$ cat src/rtl/sfm_tcdm_arbiter.sv
// Round-robin arbiter sharing the wide TCDM master port between NR requesters.
// An in-order ID FIFO of outstanding reads steers each response back to its issuer.
module sfm_tcdm_arbiter #(
  parameter int unsigned NR      = 2,
  parameter int unsigned DW      = 128,
  parameter int unsigned AW      = 32,
  parameter int unsigned MAX_OUT = 4
) (
  input  logic                               clk_i,
  input  logic                               rst_ni,
  input  logic                               clear_i,
  input  logic [NR-1:0]                      req_i,
  output logic [NR-1:0]                      gnt_o,
  input  logic [NR-1:0][AW-1:0]              add_i,
  input  logic [NR-1:0]                      wen_i,
  input  logic [NR-1:0][DW/8-1:0]            be_i,
  input  logic [NR-1:0][DW-1:0]              data_i,
  output logic [NR-1:0]                      r_valid_o,
  input  logic [NR-1:0]                      r_ready_i,
  output logic [DW-1:0]                      r_data_o,
  output logic                               tcdm_req_o,
  input  logic                               tcdm_gnt_i,
  output logic [AW-1:0]                      tcdm_add_o,
  output logic                               tcdm_wen_o,
  output logic [DW/8-1:0]                    tcdm_be_o,
  output logic [DW-1:0]                      tcdm_data_o,
  input  logic                               tcdm_r_valid_i,
  input  logic [DW-1:0]                      tcdm_r_data_i,
  output logic                               tcdm_r_ready_o,
  output logic [$clog2(MAX_OUT+1)-1:0]       outstanding_o,
  output logic                               err_o
);

  localparam int unsigned IW = (NR > 1) ? $clog2(NR) : 1;
  localparam int unsigned PW = $clog2(MAX_OUT);
  localparam int unsigned CW = $clog2(MAX_OUT+1);

  typedef enum logic {ARB_FREE, ARB_LOCKED} arb_state_e;

  arb_state_e    state;
  logic [IW-1:0] rr_ptr;
  logic [IW-1:0] sel_q;
  logic [IW-1:0] sel_rr;
  logic [IW-1:0] sel;
  logic [IW-1:0] next_rr;
  logic [NR-1:0] eligible;
  logic          found;

  logic [IW-1:0] id_mem [MAX_OUT];
  logic [PW:0]   wr_ptr;
  logic [PW:0]   rd_ptr;
  logic [CW-1:0] count;
  logic          fifo_full;
  logic          fifo_empty;
  logic [IW-1:0] head;
  logic          hs;
  logic          push;
  logic          pop;
  logic          err_q;

  assign fifo_empty = (wr_ptr == rd_ptr);
  assign fifo_full  = (wr_ptr[PW] != rd_ptr[PW]) && (wr_ptr[PW-1:0] == rd_ptr[PW-1:0]);
  assign head       = id_mem[rd_ptr[PW-1:0]];

  // Reads stall on the registered full flag; writes never touch the FIFO.
  always_comb begin
    int unsigned idx;
    eligible = req_i & ~(wen_i & {NR{fifo_full}});
    sel_rr   = rr_ptr;
    found    = 1'b0;
    idx      = 0;
    for (int unsigned k = 0; k < NR; k++) begin
      idx = (32'(rr_ptr) + k) % NR;
      if (!found && eligible[IW'(idx)]) begin
        sel_rr = IW'(idx);
        found  = 1'b1;
      end
    end
  end

  assign sel        = (state == ARB_LOCKED) ? sel_q : sel_rr;
  assign next_rr    = (sel == IW'(NR-1)) ? '0 : sel + IW'(1);
  assign tcdm_req_o = ~clear_i & ((state == ARB_LOCKED) | (|eligible));
  assign tcdm_add_o  = add_i[sel];
  assign tcdm_wen_o  = wen_i[sel];
  assign tcdm_be_o   = be_i[sel];
  assign tcdm_data_o = data_i[sel];

  assign hs   = tcdm_req_o & tcdm_gnt_i;
  assign push = hs & tcdm_wen_o;

  always_comb begin
    gnt_o      = '0;
    gnt_o[sel] = hs;
  end

  always_comb begin
    r_valid_o = '0;
    if (!fifo_empty) r_valid_o[head] = tcdm_r_valid_i;
  end

  // With nothing outstanding, stray responses are drained rather than stalling the bus.
  assign tcdm_r_ready_o = fifo_empty ? 1'b1 : r_ready_i[head];
  assign pop            = tcdm_r_valid_i & tcdm_r_ready_o & ~fifo_empty;
  assign r_data_o       = tcdm_r_data_i;

  always_ff @(posedge clk_i) begin
    if (push) id_mem[wr_ptr[PW-1:0]] <= sel;
  end

  always_ff @(posedge clk_i or negedge rst_ni) begin
    if (!rst_ni) begin
      state  <= ARB_FREE;
      sel_q  <= '0;
      rr_ptr <= '0;
      wr_ptr <= '0;
      rd_ptr <= '0;
      count  <= '0;
      err_q  <= 1'b0;
    end else if (clear_i) begin
      state  <= ARB_FREE;
      sel_q  <= '0;
      rr_ptr <= '0;
      wr_ptr <= '0;
      rd_ptr <= '0;
      count  <= '0;
      err_q  <= 1'b0;
    end else begin
      case (state)
        ARB_FREE: begin
          if (tcdm_req_o && !tcdm_gnt_i) begin
            state <= ARB_LOCKED;
            sel_q <= sel;
          end
        end
        ARB_LOCKED: begin
          if (tcdm_gnt_i) state <= ARB_FREE;
        end
        default: state <= ARB_FREE;
      endcase
      if (hs)   rr_ptr <= next_rr;
      if (push) wr_ptr <= wr_ptr + (PW+1)'(1);
      if (pop)  rd_ptr <= rd_ptr + (PW+1)'(1);
      case ({push, pop})
        2'b10:   count <= count + CW'(1);
        2'b01:   count <= count - CW'(1);
        default: count <= count;
      endcase
      if (tcdm_r_valid_i && fifo_empty) err_q <= 1'b1;
    end
  end

  assign outstanding_o = count;
  assign err_o         = err_q;

endmodule

$ cat config.mk
export PLATFORM = sky130hd
export DESIGN_NAME = sfm_tcdm_arbiter
export DESIGN_NICKNAME = d
export VERILOG_FILES = /design/src/rtl/sfm_tcdm_arbiter.sv
export SDC_FILE = /design/constraint.sdc
export NUM_CORES = 1
export LEC_CHECK = 0
export CORE_AREA = 5 5 308 310
export CTS_CLUSTER_SIZE = 12
export DETAILED_ROUTE_END_ITERATION = 10
export DIE_AREA = 0 0 313 315
export GPL_TIMING_DRIVEN = 0
export MAX_ROUTING_LAYER = met4
export PLACE_DENSITY_LB_ADDON = 0.08
export SYNTH_ARGS = -nofsm -noshare
export SYNTH_HDL_FRONTEND = slang
export SYNTH_SLANG_ARGS = --single-unit
export TNS_END_PERCENT = 5
$ cat constraint.sdc
create_clock -name clk_i -period 7.5 [get_ports clk_i]
set_input_delay 0.75 -clock clk_i [delete_from_list [all_inputs] [get_ports clk_i]]
set_output_delay 0.75 -clock clk_i [all_outputs]
set_load 0.005 [all_outputs]
==> results of run 1 <==
## power breakdown
| part | switching, mW | internal [mW] |
|---|---|---|
| clock network | 0.0396 | 0.0715 |
| registers | 0.00489 | 0.0999 |
| logic | 0.268 | 0.559 |
| total | 0.312 | 0.730 |
## Yosys cell counts (3+ instances only)
master / number / area, um^2
xnor2_1: 6 / 52.6
and2_1: 4 / 25.0
o21ai_0: 4 / 20.0
nor2_1: 14 / 52.6
dfrtp_1: 13 / 325
nand2b_1: 3 / 18.8
buf_4: 129 / 968
buf_2: 9 / 45.0
mux2_2: 83 / 935
nand2_1: 6 / 22.5
mux2i_1: 4 / 40.0
nor2b_1: 7 / 43.8
edfxtp_1: 4 / 120
buf_6: 10 / 113
ha_1: 5 / 62.6
nor3_1: 4 / 20.0
a41oi_1: 3 / 26.3
mux2_1: 97 / 1090
xor2_1: 3 / 26.3
inv_1: 6 / 22.5
nand4_1: 3 / 18.8
## through the flow
stage	setup WS, ns	hold slack, ns	power, mW	utilization, %	instances
after floorplan	4.36	0.454	0.373	-	445
after global placement	2.43	0.540	0.966	13.7	2307
after detailed placement	2.37	0.533	0.957	13.7	2307
after CTS	2.36	0.547	1.08	13.8	2311
after global routing	2.34	0.587	1.11	13.8	2323
final	2.63	0.521	1.04	13.9	2324
## worst paths after layout
check                      startpoint               end  cells after the start
min in group asynchronous      rst_ni  outstanding_o[2]                      1
max reg2reg                 rd_ptr[0]  outstanding_o[2]                     10
min reg2reg                     err_o             err_o                      2
max in group asynchronous      rst_ni         wr_ptr[1]                      1
min                             err_o             err_o                      2
max                         rd_ptr[0]   tcdm_data_o[16]                      9
## worst min-delay path: stages, from the launching register on
cell and delay (ns):
dfrtp_1 0.36, a41oi_1 0.05, nor2_1 0.07
## kinds of logic after synthesis
logic type	after synthesis	synth area share, %
buf+inv	158	27.1
compound gates	22	3.99
fa+ha+maj	6	1.92
xor+xnor	10	2.21
simple gates	47	5.77
flops	17	10.4
mux	185	48.6
## routing by layer
layer	vias up	track usage (%)	share of wire, %
met5	-	-	0
met4	0	0.942	0.85
met3	14	2.81	8.2
met2	385	15.7	56
met1	2728	7.89	35
li1	2817	-	-
## sequential cells by signal (all words and copies together) (netlist names)
name,count
sel_q,1
state,1
err_o,1
wr_ptr,3
id_mem,4
rr_ptr,1
rd_ptr,3
outstanding_o,3
## final cells by class
type                            instances  area (um^2)  share of cell area (%)
Antenna cell                           13         32.5                   0.257
Buffer                                152         1140                    9.01
Clock buffer                            3         75.1                   0.593
Clock inverter                          1         5.00                  0.0395
Inverter                                6         22.5                   0.178
Multi-Input combinational cell        270         2690                    21.2
Sequential cell                        17          445                    3.52
Tap cell                             1186         1480                    11.7
Timing Repair Buffer                  676         6770                    53.5
==> flow_summary.yaml, run 1 <==
cells_and_area:
  postLayoutCellArea_um2: 12700
  final_cell_mix: "clkdlybuf4s50_1, buf_4, mux2_1"
  mostFrequentLayoutCell: "clkdlybuf4s50_1"
  drive_above_1_share_pct: 21.3
  nets: 1623
  syn_to_final_growth_pct: 195
  fillCellCount: 10400
setup_path:
  worst_path_max_delay_cell: "xnor2_1"
  arrival_ns: 4.12
  crit_top_cell: "buf_6"
  path_max_fanout: 10
  cp.buffers_inverters: 3
  cp_top_family: "compound AO/OA/AOI/OAI gates"
  cpPeakStageDelay_ns: 0.59
  worstSetupEndpointType: "output pin"
  crit_path_start_kind: "register"
  required_ns: 6.75
  rrSetupSlack_ns: 4.00
  worst-setup-path-type: "register to output pin"
  path_cells: "xnor2_1 -> nand4_1 -> a2bb2o_1 -> a22o_1 -> o21ai_4 -> buf_6 -> buf_6 -> mux2_1 -> clkdlybuf4s50_1"
timing:
  slew_headroom_pct: 31.5
  finalSetupViolations: 0
  fin_crit_ns: 4.87
  tns_ns: 0
  finalHoldViolations: 0
  slew_viol_final: 0
  tightest_slew_ns: 1.02
  skew_ns: 0.00177
  period_share_pct: 64.9
  rsz0062_at_grt: "false"
  max_clock_freq_mhz: 205
place:
  dpl.hpwl_um: 39700
  place_congestion: 0.751
  port_buffers: 676
  dpl_cell_area_um2: 12500
clocking:
  cts_max_level: 1
  clkSinkCount: 17
  cts.clk_slew.worst_paths_ns: 0.06
  clockBufferDepth: 2
  cts_hold_buf: 0
  numCtsBuffers: 3
  cts-root-buf: "clkbuf_16"
  worstSkewPairLatency_ns: 0.25
  tritoncts: "built"
  post-cts-setup-buffers: 0
  cts.repair.resized: 0
synth:
  seq_area_frac_synth_pct: 10.4
  synthArstFlopShare_pct: 76.5
  synth-edff-count: 4
  ys_warn_count: 0
  syn_nets: 942
  synth_flop_cell: "dfrtp_1"
  avgSynthCellArea_um2: 9.65
  syn_area_um2: 4300
  synth.distinct_cells: 45
  ys_ff_latch: 17
  synthCells: 445
drt:
  finalWirelength_um: 43000
  drt_pre_antenna_iters: 4
  vias: 5944
  drcViolationCount: 0
  routed_via_density: 2.56
  detail-route-antenna-nets: 0
  drt_iter0_drc: 120
  wl_per_cell_um: 18.5
global_routing:
  grt_pass1_wl_um: 54900
  grt_overflow: 0
  antenna_found_initial: 15
  grt_usage_pct: 8.05
  grt_pass1_vias: 6549
  grt_max_degree: 14
worst_hold_path:
  hp-class: "register to register"
floorplanning:
  io_pins: 806
  num_rows: 111
  die_area_um2: 98600
  die_height_um: 315
  initial_core_util_pct: 4.70
  core_um2: 91400
  die_w_um: 313
power:
  pwr_density_cell_nw_per_um2: 82.4
  power.leakage_nw: 4.58
  ir_drop_uv: 75.2
run:
  drv_cap: 0
run_status:
  outcome: "completed"
(Power assumes the default switching activity.)
==> run 2: changes to the inputs <==
--- a/config.mk
+++ b/config.mk
@@ -5,10 +5,10 @@
 export SDC_FILE = /design/constraint.sdc
 export NUM_CORES = 1
 export LEC_CHECK = 0
-export CORE_AREA = 5 5 308 310
+export CORE_AREA = 5 5 315 317
 export CTS_CLUSTER_SIZE = 12
 export DETAILED_ROUTE_END_ITERATION = 10
-export DIE_AREA = 0 0 313 315
+export DIE_AREA = 0 0 320 322
 export GPL_TIMING_DRIVEN = 0
 export MAX_ROUTING_LAYER = met4
 export PLACE_DENSITY_LB_ADDON = 0.08
==> constraint.sdc (replaced) <==
create_clock -name clk_i -period 4.8 [get_ports clk_i]
set_input_delay 0.48 -clock clk_i [delete_from_list [all_inputs] [get_ports clk_i]]
set_output_delay 0.48 -clock clk_i [all_outputs]
set_load 0.005 [all_outputs]
==> flow_summary.yaml, run 2 (synthesis results as in run 1) <==
run_status:
  outcome: "completed"
drt:
  routed_via_density: 2.49
  finalWirelength_um: 44800
  wl_per_cell_um: 18.6
  detail-route-antenna-nets: 0
  drt_pre_antenna_iters: 4
  drt_iter0_drc: 115
  drcViolationCount: 0
  vias: 5985
timing:
  period_share_pct: 92.3
  max_clock_freq_mhz: 226
  finalHoldViolations: 0
  rsz0062_at_grt: "false"
  finalSetupViolations: 0
  skew_ns: 0.00222
  tightest_slew_ns: 1.11
  tns_ns: 0
  slew_viol_final: 0
  slew_headroom_pct: 25.4
  fin_crit_ns: 4.43
clocking:
  cts.clk_slew.worst_paths_ns: 0.06
  tritoncts: "built"
  clkSinkCount: 17
  worstSkewPairLatency_ns: 0.26
  numCtsBuffers: 3
  clockBufferDepth: 2
  cts_hold_buf: 0
  cts_max_level: 1
  cts-root-buf: "clkbuf_16"
floorplanning:
  io_pins: 806
  die_w_um: 320
  die_height_um: 322
  core_um2: 96000
  num_rows: 114
  initial_core_util_pct: 4.47
  die_area_um2: 103000
global_routing:
  grt_overflow: 0
  grt_max_degree: 14
  grt_usage_pct: 8.02
  grt_pass1_wl_um: 57100
  antenna_found_initial: 7
  grt_pass1_vias: 6511
setup_path:
  crit_start: "rd_ptr[1]"
  r2r-end: "outstanding_o[2]"
  worst-setup-path-type: "register to output pin"
  rrSetupSlack_ns: 1.32
  r2r_cells: 10
  arrival_ns: 3.95
  path_max_fanout: 10
  cp.buffers_inverters: 3
  cpPeakStageDelay_ns: 0.58
  reg2reg_from: "rd_ptr[1]"
  path_cells: "xnor2_1 -> nand4_1 -> a2bb2o_1 -> a22o_1 -> o21ai_4 -> buf_6 -> buf_6 -> mux2_1 -> clkdlybuf4s50_1"
  crit_end: "tcdm_data_o[89]"
  worst-path-stages: 9
  worst_path_max_delay_cell: "clkdlybuf4s50_1"
  worstSetupEndpointType: "output pin"
  cp_top_family: "buffers and inverters"
  crit_top_cell: "buf_6"
  crit_path_start_kind: "register"
  required_ns: 4.32
power:
  power.leakage_nw: 4.58
  pwr_density_cell_nw_per_um2: 129
  ir_drop_uv: 102
  total_power_mw: 1.65
run:
  drv_cap: 0
cells_and_area:
  final_util_pct: 13.3
  syn_to_final_growth_pct: 197
  nets: 1623
  final_cell_mix: "clkdlybuf4s50_1, buf_4, mux2_1"
  largest_register_ffs: 4
  mostFrequentLayoutCell: "clkdlybuf4s50_1"
  drive_above_1_share_pct: 21.4
place:
  port_buffers: 676
  place_congestion: 0.764
  dpl.hpwl_um: 41400
worst_hold_path:
  hp-class: "register to register"
run 2: through the flow:
stage | hold WS, ns | instances | worst slack, ns | instance area, um^2
2_1_floorplan | 0.184 | 445 | 1.85 | 4300
3_3_place_gp | 0.519 | 2397 | 0.380 | 12700
3_5_place_dp | 0.511 | 2397 | 0.335 | 12700
4_1_cts | 0.546 | 2401 | 0.0486 | 12700
5_1_grt | 0.590 | 2405 | 0.0396 | 12800
6_report | 0.536 | 2406 | 0.368 | 12800
run 2: what timing repair did:
| item | CTS | global route |
|---|---|---|
| setup endpoints to repair | 0 | 3 |
| resized for setup | 0 | 2 |
| buffers inserted | 0 | 0 |
run 2: layout make-up:
class / count / area, um^2
antenna: 5 / 12.5
buffer: 152 / 1140
clock buffer: 3 / 75.1
clock inverter: 1 / 7.51
fill: 10900 / 83200
inverter: 6 / 22.5
multi-input combinational: 270 / 2690
sequential: 17 / 445
tap: 1276 / 1600
timing repair buffer: 676 / 6770
run 2: worst min path at each step:
stage	startpoint	cells after the start	endpoint	slack [ns]
floorplan	rst_ni	0	err_o	0.18
global placement	err_o	2	err_o	0.52
detailed placement	err_o	2	err_o	0.51
CTS	err_o	2	err_o	0.55
global route	err_o	2	err_o	0.59
finish	err_o	2	err_o	0.54
run 2: tightest hold or removal path: stages, from the launching register on:
cell	delay, ns
dfrtp_1	0.36
a41oi_1	0.05
nor2_1	0.08
run 2: power breakdown:
part,switching (mW),internal [mW],total (mW)
combinational,0.426,0.875,1.30
clock,0.0727,0.113,0.186
sequential,0.00782,0.156,0.164
run 2: per-layer routing:
layer	share of wire [%]	track usage, %	up-vias
li1	-	-	2805
met1	36	8.24	2800
met2	56	15.8	376
met3	8.6	2.47	4
met4	0.076	0.174	0
met5	0	-	-
